## src/rtl/hsv_core_mem_sequencer.sv

```systemverilog
// hsv_core_mem_sequencer
//   Sequences decoded loads, stores and fences from the issue stage onto the single data bus
//   port and returns exactly one completion per operation to commit.
//   - Stores are posted; up to MAX_PENDING_WRITES write responses may be outstanding.
//   - Loads block until their read response, then are aligned and sign/zero-extended.
//   - Fences complete only once every outstanding write response has returned.
//
// Ports
//   clk_core, rst_core_n            clock, asynchronous active-low reset
//   in_*                            operation offered by the issue stage (valid/ready)
//   bus_req_*, bus_addr/we/wstrb/wdata   bus request channel (valid/ready)
//   bus_rsp_valid, bus_rsp_rdata    in-order bus responses, one per request
//   out_*                           completion to commit (valid/ready)
//
// Build option
//   HSV_MEM_MISALIGN_TRAP_EN  defined: misaligned half/word accesses complete with
//                             out_misaligned = 1 and no bus request. Undefined: offsets are
//                             forced aligned and out_misaligned is tied to 0.
module hsv_core_mem_sequencer #(
  parameter int unsigned MAX_PENDING_WRITES = 4
) (
  input  logic        clk_core,
  input  logic        rst_core_n,
  input  logic        in_valid,
  output logic        in_ready,
  input  logic        in_direction,
  input  logic [1:0]  in_size,
  input  logic        in_sign_extend,
  input  logic        in_fence,
  input  logic [31:0] in_address,
  input  logic [31:0] in_wdata,
  input  logic [4:0]  in_tag,
  output logic        bus_req_valid,
  input  logic        bus_req_ready,
  output logic [31:0] bus_addr,
  output logic        bus_we,
  output logic [3:0]  bus_wstrb,
  output logic [31:0] bus_wdata,
  input  logic        bus_rsp_valid,
  input  logic [31:0] bus_rsp_rdata,
  output logic        out_valid,
  input  logic        out_ready,
  output logic [31:0] out_data,
  output logic [4:0]  out_tag,
  output logic        out_misaligned
);

  typedef enum logic [2:0] {StIdle, StReq, StLoadWait, StDrain, StDone} state_e;

  state_e      state_q, state_d;
  logic [3:0]  cnt_q, cnt_d;
  logic        we_q, we_d;
  logic [1:0]  size_q, size_d;
  logic        sext_q, sext_d;
  logic [31:0] addr_q, addr_d;
  logic [31:0] wdata_q, wdata_d;
  logic [4:0]  tag_q, tag_d;
  logic [31:0] out_data_q, out_data_d;
  logic [4:0]  out_tag_q, out_tag_d;
  logic        out_mis_q, out_mis_d;

  logic        mis_trap;
  logic [1:0]  off;
  logic        full;
  logic        req_fire;
  logic        retire;
  logic [31:0] rsp_shift;
  logic [31:0] load_val;

`ifdef HSV_MEM_MISALIGN_TRAP_EN
  assign mis_trap = ~in_fence & (((in_size == 2'd1) & in_address[0]) |
                                 (in_size[1] & (in_address[1:0] != 2'b00)));
`else
  assign mis_trap = 1'b0;
`endif

  // Effective lane offset; misaligned halves/words are forced onto their natural boundary.
  always_comb begin
    off = 2'b00;
    if (size_q == 2'd0)      off = addr_q[1:0];
    else if (size_q == 2'd1) off = {addr_q[1], 1'b0};
  end

  assign full          = (cnt_q == 4'(MAX_PENDING_WRITES));
  assign bus_req_valid = (state_q == StReq) & ~(we_q & full);
  assign req_fire      = bus_req_valid & bus_req_ready;
  // Responses are in order, so while writes are outstanding the head response is a write's.
  assign retire        = bus_rsp_valid & (cnt_q != 4'd0);

  assign bus_addr = {addr_q[31:2], 2'b00};
  assign bus_we   = we_q;

  always_comb begin
    bus_wstrb = 4'b0000;
    bus_wdata = wdata_q;
    if (size_q == 2'd0) begin
      bus_wdata = {4{wdata_q[7:0]}};
      if (we_q) bus_wstrb = 4'b0001 << off;
    end else if (size_q == 2'd1) begin
      bus_wdata = {2{wdata_q[15:0]}};
      if (we_q) bus_wstrb = 4'b0011 << off;
    end else begin
      if (we_q) bus_wstrb = 4'b1111;
    end
  end

  assign rsp_shift = bus_rsp_rdata >> {off, 3'b000};

  always_comb begin
    if (size_q == 2'd0)      load_val = {{24{sext_q & rsp_shift[7]}}, rsp_shift[7:0]};
    else if (size_q == 2'd1) load_val = {{16{sext_q & rsp_shift[15]}}, rsp_shift[15:0]};
    else                     load_val = rsp_shift;
  end

  always_comb begin
    cnt_d = cnt_q;
    if ((req_fire & we_q) & ~retire)      cnt_d = cnt_q + 4'd1;
    else if (~(req_fire & we_q) & retire) cnt_d = cnt_q - 4'd1;
  end

  always_comb begin
    state_d    = state_q;
    we_d       = we_q;
    size_d     = size_q;
    sext_d     = sext_q;
    addr_d     = addr_q;
    wdata_d    = wdata_q;
    tag_d      = tag_q;
    out_data_d = out_data_q;
    out_tag_d  = out_tag_q;
    out_mis_d  = out_mis_q;
    unique case (state_q)
      StIdle: begin
        if (in_valid) begin
          we_d       = in_direction;
          size_d     = in_size;
          sext_d     = in_sign_extend;
          addr_d     = in_address;
          wdata_d    = in_wdata;
          tag_d      = in_tag;
          out_data_d = 32'd0;
          out_tag_d  = in_fence ? 5'd0 : in_tag;
          out_mis_d  = mis_trap;
          if (in_fence)      state_d = StDrain;
          else if (mis_trap) state_d = StDone;
          else               state_d = StReq;
        end
      end
      StReq: begin
        if (req_fire) state_d = we_q ? StDone : StLoadWait;
      end
      StLoadWait: begin
        // Only the response after all earlier writes have retired carries load data.
        if (bus_rsp_valid && cnt_q == 4'd0) begin
          out_data_d = load_val;
          state_d    = StDone;
        end
      end
      StDrain: begin
        if (cnt_q == 4'd0) state_d = StDone;
      end
      StDone: begin
        if (out_ready) state_d = StIdle;
      end
      default: state_d = StIdle;
    endcase
  end

  always_ff @(posedge clk_core or negedge rst_core_n) begin
    if (!rst_core_n) begin
      state_q    <= StIdle;
      cnt_q      <= 4'd0;
      we_q       <= 1'b0;
      size_q     <= 2'd0;
      sext_q     <= 1'b0;
      addr_q     <= 32'd0;
      wdata_q    <= 32'd0;
      tag_q      <= 5'd0;
      out_data_q <= 32'd0;
      out_tag_q  <= 5'd0;
      out_mis_q  <= 1'b0;
    end else begin
      state_q    <= state_d;
      cnt_q      <= cnt_d;
      we_q       <= we_d;
      size_q     <= size_d;
      sext_q     <= sext_d;
      addr_q     <= addr_d;
      wdata_q    <= wdata_d;
      tag_q      <= tag_d;
      out_data_q <= out_data_d;
      out_tag_q  <= out_tag_d;
      out_mis_q  <= out_mis_d;
    end
  end

  // Gated by reset so the issue stage sees no acceptance while reset is held.
  assign in_ready  = (state_q == StIdle) & rst_core_n;
  assign out_valid = (state_q == StDone);
  assign out_data  = out_data_q;
  assign out_tag   = out_tag_q;
`ifdef HSV_MEM_MISALIGN_TRAP_EN
  assign out_misaligned = out_mis_q;
`else
  assign out_misaligned = 1'b0;
`endif

  // tag_q is carried for completeness of the latched operation; out_tag_q is what is returned.
  logic unused_tag;
  assign unused_tag = ^tag_q;

endmodule

```

## config.mk

```make
export PLATFORM = sky130hd
export DESIGN_NAME = hsv_core_mem_sequencer
export DESIGN_NICKNAME = d
export VERILOG_FILES = /design/src/rtl/hsv_core_mem_sequencer.sv
export SDC_FILE = /design/constraint.sdc
export NUM_CORES = 1
export LEC_CHECK = 0
export ABC_AREA = 1
export CORE_MARGIN = 8
export CORE_UTILIZATION = 46
export CTS_BUF_LIST = sky130_fd_sc_hd__clkbuf_8
export CTS_CLUSTER_DIAMETER = 30
export DETAILED_ROUTE_END_ITERATION = 10
export PLACE_DENSITY_LB_ADDON = 0.15
export SYNTH_ARGS = -nofsm -noshare
export SYNTH_HDL_FRONTEND = slang
export SYNTH_SLANG_ARGS = --single-unit
export TNS_END_PERCENT = 5
```

## constraint.sdc

```tcl
create_clock -name clk_core -period 2.9 [get_ports clk_core]
set_input_delay 0.435 -clock clk_core [delete_from_list [all_inputs] [get_ports clk_core]]
set_output_delay 0.435 -clock clk_core [all_outputs]
set_load 0.05 [all_outputs]
```

==> results of run 1 <==
==> worst paths after layout <==
path,from,to,cells after the start
max reg2reg,state_q[2],cnt_q[3],13
max in group asynchronous,rst_core_n,addr_q[2],3
max,size_q[1],bus_wstrb[3],6
min reg2reg,addr_q[23],addr_q[23],2
min,rst_core_n,cnt_q[3],2
min in group clk_core,addr_q[23],addr_q[23],2
==> final cells by class <==
cell class | count | area (um^2)
tap | 172 | 215
timing repair buffer | 229 | 2320
sequential | 112 | 2800
inverter | 39 | 146
clock inverter | 7 | 73.8
multi-input combinational | 530 | 2350
fill | 1108 | 4390
clock buffer | 9 | 124
==> layout by cell type (no fill, tap or decap), types with 2 or more instances in the layout <==
master,count
dfrtp_1,112
xnor2_1,2
nand4_1,2
inv_2,2
buf_4,30
nor2_4,2
buf_12,10
o211ai_1,13
clkinv_4,4
a21oi_1,36
nor2_1,27
o31ai_1,4
nand3_2,2
nor2_2,4
nand2_1,349
nand3_1,13
inv_1,37
conb_1,3
o21ai_0,43
ha_1,7
o21ai_1,14
xor2_1,2
clkdlybuf4s50_1,188
clkbuf_8,9
==> logic make-up after synthesis <==
logic type      count (synthesis)
compound gates                114
fa+ha+maj                       8
buf+inv                       116
flops                         112
simple gates                  401
other cells                     1
xor+xnor                        4
==> state kept, by name, summed over array words and instances (netlist names) <==
| signal | cells |
|---|---|
| out_tag | 5 |
| bus_we | 1 |
| addr_q | 32 |
| state_q | 3 |
| size_q | 2 |
| wdata_q | 32 |
| out_data | 32 |
| sext_q | 1 |
| cnt_q | 4 |
==> through the flow <==
stage	hold WS [ns]	utilization	area (um^2)
floorplan	0.139	-	5760
global placement	0.336	0.630	7820
detailed placement	0.336	0.630	7820
CTS	0.450	0.647	8030
global route	0.473	0.647	8030
finish	0.461	0.647	8030
==> routing by layer <==
metal  routed length [um]  global-route usage  share of wire  vias up
met5                    0                   0              0        -
met4                  202              0.0517          0.012        0
met3                 1810              0.0953           0.10       12
met2                 8330               0.357           0.48      218
met1                 6960               0.245           0.40     2517
li1                     -                   -              -     2656
==> power breakdown <==
part	internal [mW]	switching, mW
registers	2.19	0.446
logic	2.20	4.54
clock network	0.402	0.544
==> cell usage after synthesis, drive strengths merged <==
master / count
a21o: 1
clkbuf: 22
a211oi: 1
dfrtp: 112
xor2: 2
o21ai: 57
buf: 55
clkinv: 1
inv: 38
nor3: 1
o211ai: 13
xnor2: 2
fa: 1
nand4: 2
ha: 7
o31ai: 4
nor2: 33
a21oi: 37
nand3: 15
conb: 1
nand2: 350
o22ai: 1
==> timing repair <==
item | in CTS | in global routing
endpoints found under the hold margin | 18 | 0
gates resized for setup | 0 | 1
hold buffers | 1 | 0
setup endpoints to repair | 0 | 1
==> metrics.md, run 1 <==
| Metric | Value |
|---|---|
| DR pass1 iterations | `6` |
| Worst setup SP type | `flop` |
| Largest cells by area after synthesis | `dfrtp_1 (49%), nand2_1 (23%), buf_4 (5.7%)` |
| Worst-path fanout max | `23` |
| Max_slew headroom | `0.192` |
| RSZ-0062 raised after global routing | `false` |
| Initial Util | `0.464` |
| Non-Filler Instances | `~1100` |
| R2R Setup Slk | `0.54 ns` |
| Core Footprint | `~12000 um^2` |
| Crit path buffers/inverters | `3` |
| Cell row count | `41` |
| Final ANT Viol Nets | `0` |
| Library cells used by synthesis | `31` |
| Routed wire length | `17.3 mm` |
| DP Wirelength | `13.1 mm` |
| Dpl cells | `about 1100` |
| Hold WC Path Type | `in2async` |
| Peak VDD IR | `roughly 0.76 mV` |
| Layout net count | `roughly 1000` |
| Post-Route Skew | `around 0.0093 ns` |
| Worst Path Arrival | `around 2.2 ns` |
| Post-Synth Simple-Gate Area | `0.273` |
| Final hold violations | `0` |
| Setup CP Type | `reg2out` |
| Largest family of logic cells by synthesized area | `simple AND/OR/NAND/NOR gates` |
| Post-Synthesis Cells | `756` |
| PwrDens | `between 1000 and 1500 nW/um^2` |
| Slew @ Worst Pin | `between 1 and 1.5 ns` |
| Number of remaining DRC errors | `0` |
| # setup viols final | `0` |
| Tot GR Track Use | `0.214` |
| Routability cong. | `about 0.86` |
| Slew Viols, Final | `0` |
| # IOs | `between 200 and 250` |
| Die ar. | `16300 um^2` |
| Vias in the first global route | `5499` |
| Synth Area in XOR/XNOR | `0.00609` |
| Compound-Gate Fraction of Synth Area | `0.108` |
| Longest Clk Path Bufs | `2` |
| Initial antenna violation count | `0` |
| Final critical-path share of the clock period | `0.893` |
| CP endpoint kind | `primary output` |
| Mux share of post-synthesis cell area | `0` |
| Worst Slack Setup Final | `0.309 ns` |
| First-pass GRT wire length | `28.0 mm` |
| Status | `finished clean` |
| Crit path required time | `2.47 ns` |
| Minimum clock period | `2.59 ns` |
| Syn. warnings | `0` |
| Post-CTS setup buffer count | `0` |
| Die Y | `between 100 and 150 um` |
| Sequential cell area fraction in the yosys report | `0.487` |
| Via/cell ratio | `just under 5` |
| Crit path cell chain | `nor2_4 > buf_4 > clkinv_1 > o21ai_0 > a21oi_1 > buf_12` |
| Root Driver | `clkbuf_8` |
| Remaining Overflow, GRT | `0` |
| Port bufs | `218` |
| DRT iter0 DRCs | `roughly 500` |
| Clock Sinks | `about 110` |
| Layout cells sized above 1 | `0.0724` |
| CTS tree | `built` |
| Fin Setup TNS | `0 ns` |
| Crit path max-delay family | `buffers and inverters` |
| Worst-Skew Late Latency | `roughly 0.38 ns` |
| Routed via count | `about 5400` |
| H-tree depth | `3` |
| Yosys top cell area share | `0.487` |
| MaxCap Viol Count | `0` |
| Largest net degree at the start of global routing | `80` |
| Yosys top cell by area | `dfrtp_1` |
| Worst path max stage delay | `~0.45 ns` |
| Slowest CP cell | `dfrtp_1` |
| LEAKAGE | `around 4.0 nW` |
| Max Clk Rate | `~0.39 GHz` |
| Num CTS Buffers | `9` |
| ANT cells | `0` |
| Syn avg cell area | `about 7.6 um^2` |
| Total chip power | `slightly above 10 mW` |
| Wire per inst | `around 16 um` |
| P&R area growth vs syn | `39.5%` |
| Die W | `roughly 130 um` |
| Post-Syn Area | `5760 um^2` |
| Clk pin slew, worst setup/hold paths | `0.10 ns` |
| #FFs+latches synth | `roughly 110` |
| Adder-cell share of the synthesized area | `0.0187` |
| Pre-CTS WS | `~0.43 ns` |
(Power assumes the default switching activity.)
==> run 2: changes to the inputs <==
Settings changed: ABC_CLOCK_PERIOD_IN_PS from default to 2510, CTS_CLUSTER_SIZE from default to 28.
Clock period 2.9 ns to 2.51 ns, I/O delays scaled along.
==> run 2 against run 1 <==
Worst hold slack lost 0.42 ns. Sequential share of layout area decreased by 0.81 points. First-iteration DRC count is 1.8% lower. Die area unchanged. Largest power group unchanged. Sequential power increased by 16%. Non-clock buffer count fell by 1.
==> metrics.md, run 2 (synthesis results as in run 1) <==
| Metric | Value |
|---|---|
| Status | `finished clean` |
| CTS tree | `built` |
| Routed wire length | `17.2 mm (-0.67%)` |
| MaxCap Viol Count | `0 (unchanged)` |
| Longest Clk Path Bufs | `2 (unchanged)` |
| Layout net count | `1040 (-0.096%)` |
| DRT iter0 DRCs | `492 (-1.8%)` |
| # setup viols final | `0 (unchanged)` |
| Routed via count | `5318 (-1.6%)` |
| Port bufs | `218 (unchanged)` |
| Die ar. | `16300 um^2 (unchanged)` |
| Initial antenna violation count | `0 (unchanged)` |
| PwrDens | `1510 nW/um^2 (+17%)` |
| Via/cell ratio | `4.85 (-1.5%)` |
| Most common cell after layout, fill and taps aside | `nand2_1` |
| Worst setup SP type | `flop` |
| Crit path required time | `2.13 ns (-0.34 ns)` |
| Setup CP Type | `reg2out` |
| Tot GR Track Use | `0.216 (+0.00181)` |
| Worst Slack Setup Final | `0.0913 ns (-0.218 ns)` |
| Number of remaining DRC errors | `0 (unchanged)` |
| Design area | `8220 um^2 (+2.4%)` |
| Cts hold-fix bufs | `0 (-1)` |
| RSZ-0062 raised after global routing | `true` |
| Die W | `128 um (unchanged)` |
| Final hold violations | `0 (unchanged)` |
| DR pass1 iterations | `5 (-1)` |
| Worst-Skew Late Latency | `0.39 ns (about the same)` |
| Dpl cell area | `8030 um^2 (+2.7%)` |
| Total chip power | `12.4 mW (+20%)` |
| ANT cells | `0 (unchanged)` |
| LEAKAGE | `4.00 nW (+1.4%)` |
| Routability cong. | `0.841 (-2.3%)` |
| P&R area growth vs syn | `42.8%` |
| Layout Utilization | `0.662 (+0.0153)` |
| Crit path cell chain | `nor2_4 > nand2_4 > buf_4 > ha_1 > nor2_1 > nor2_1 > buf_4` |
| Final ANT Viol Nets | `0 (unchanged)` |
| Hold slack | `0.0453 ns (-0.416 ns)` |
| Clock Sinks | `112 (unchanged)` |
| Post-Route Skew | `0.0105 ns (+0.00117 ns)` |
| Die Y | `128 um (unchanged)` |
| Slew @ Worst Pin | `1.21 ns (-0.00378 ns)` |
| R2R Setup Slk | `0.25 ns (-0.29 ns)` |
| Clk pin slew, worst setup/hold paths | `0.11 ns (about the same)` |
| CP Depth | `7 (+1)` |
| Remaining Overflow, GRT | `0 (unchanged)` |
| First-pass GRT wire length | `28.2 mm (+0.79%)` |
| Crit path buffers/inverters | `2 (-1)` |
| # IOs | `222 (unchanged)` |
| Largest net degree at the start of global routing | `113 (+41%)` |
| Pre-CTS WS | `0.126 ns (-0.303 ns)` |
| Wire per inst | `15.7 um (-0.58%)` |
| Worst Path Arrival | `2.04 ns (-0.12 ns)` |
| Core Footprint | `12400 um^2 (unchanged)` |
| Vias in the first global route | `5461 (-0.69%)` |
| Crit path max-delay family | `simple AND/OR/NAND/NOR gates` |
| CP endpoint kind | `primary output` |
| Num CTS Buffers | `9 (unchanged)` |
| Post-CTS setup buffer count | `0 (unchanged)` |
| Cell row count | `41 (unchanged)` |
| Worst-path fanout max | `45 (+96%)` |
| Hold WC Path Type | `in2async` |
| DP Wirelength | `13.0 mm (-0.68%)` |
| Minimum clock period | `about 2.4 ns` |
| Worst Setup SP | `size_q[1]` |
| Worst path max stage delay | `0.45 ns (about the same)` |
| Layout cells sized above 1 | `0.0735 (+0.00116)` |
| H-tree depth | `3 (unchanged)` |
| Commonest non-fill, non-tap cells in the layout | `nand2_1 (349), clkdlybuf4s50_1 (187), dfrtp_1 (112)` |
| Origin of the critical flop-to-flop path | `state_q[2]` |
| Max Clk Rate | `between 0.4 and 0.5 GHz` |
| FF-to-FF path depth | `13 (unchanged)` |
| Slew Viols, Final | `0 (unchanged)` |
| Max_slew headroom | `0.194 (+0.00252)` |
| Final critical-path share of the clock period | `0.964` |
| Slowest CP cell | `dfrtp_1` |
| Peak VDD IR | `0.990 mV (+30%)` |
| Initial Util | `0.464 (unchanged)` |
| Root Driver | `clkbuf_8` |
run 2: per-stage QoR:
stage / TNS (ns) / cells
6_report: 0 / 1097
5_1_grt: -0.110 / 1097
3_3_place_gp: 0 / 1081
2_1_floorplan: 0 / 758
3_5_place_dp: 0 / 1081
4_1_cts: 0 / 1097
run 2: final cells by class:
cell class                      count  area, um^2
Clock buffer                        9         124
Clock inverter                      7        55.1
Fill cell                        1058        4200
Inverter                           39         146
Multi-Input combinational cell    530        2360
Sequential cell                   112        2800
Tap cell                          172         215
Timing Repair Buffer              228        2520
run 2: power by group:
part	internal, mW	switching (mW)	leakage [nW]
clock	0.374	0.658	0.0924
sequential	2.53	0.515	1.44
combinational	2.98	5.32	2.47
total	5.88	6.49	4.00
run 2: worst paths after layout:
path,end
max,bus_wstrb[0]
min,cnt_q[3]
max reg2reg,cnt_q[3]
min reg2reg,addr_q[29]
max in group asynchronous,addr_q[21]
min in group clk_core,addr_q[29]
run 2: metal layers:
layer	part of all wire	global-route usage	vias up
li1	-	-	2655
met1	0.40	0.253	2483
met2	0.49	0.358	168
met3	0.098	0.0928	12
met4	0.013	0.0483	0
met5	0	0	-
run 2: repair_timing:
item	in CTS	in global routing
endpoints found under the setup margin	8	11
gates cloned	0	0
resized for setup	2	2
pin swaps	0	1
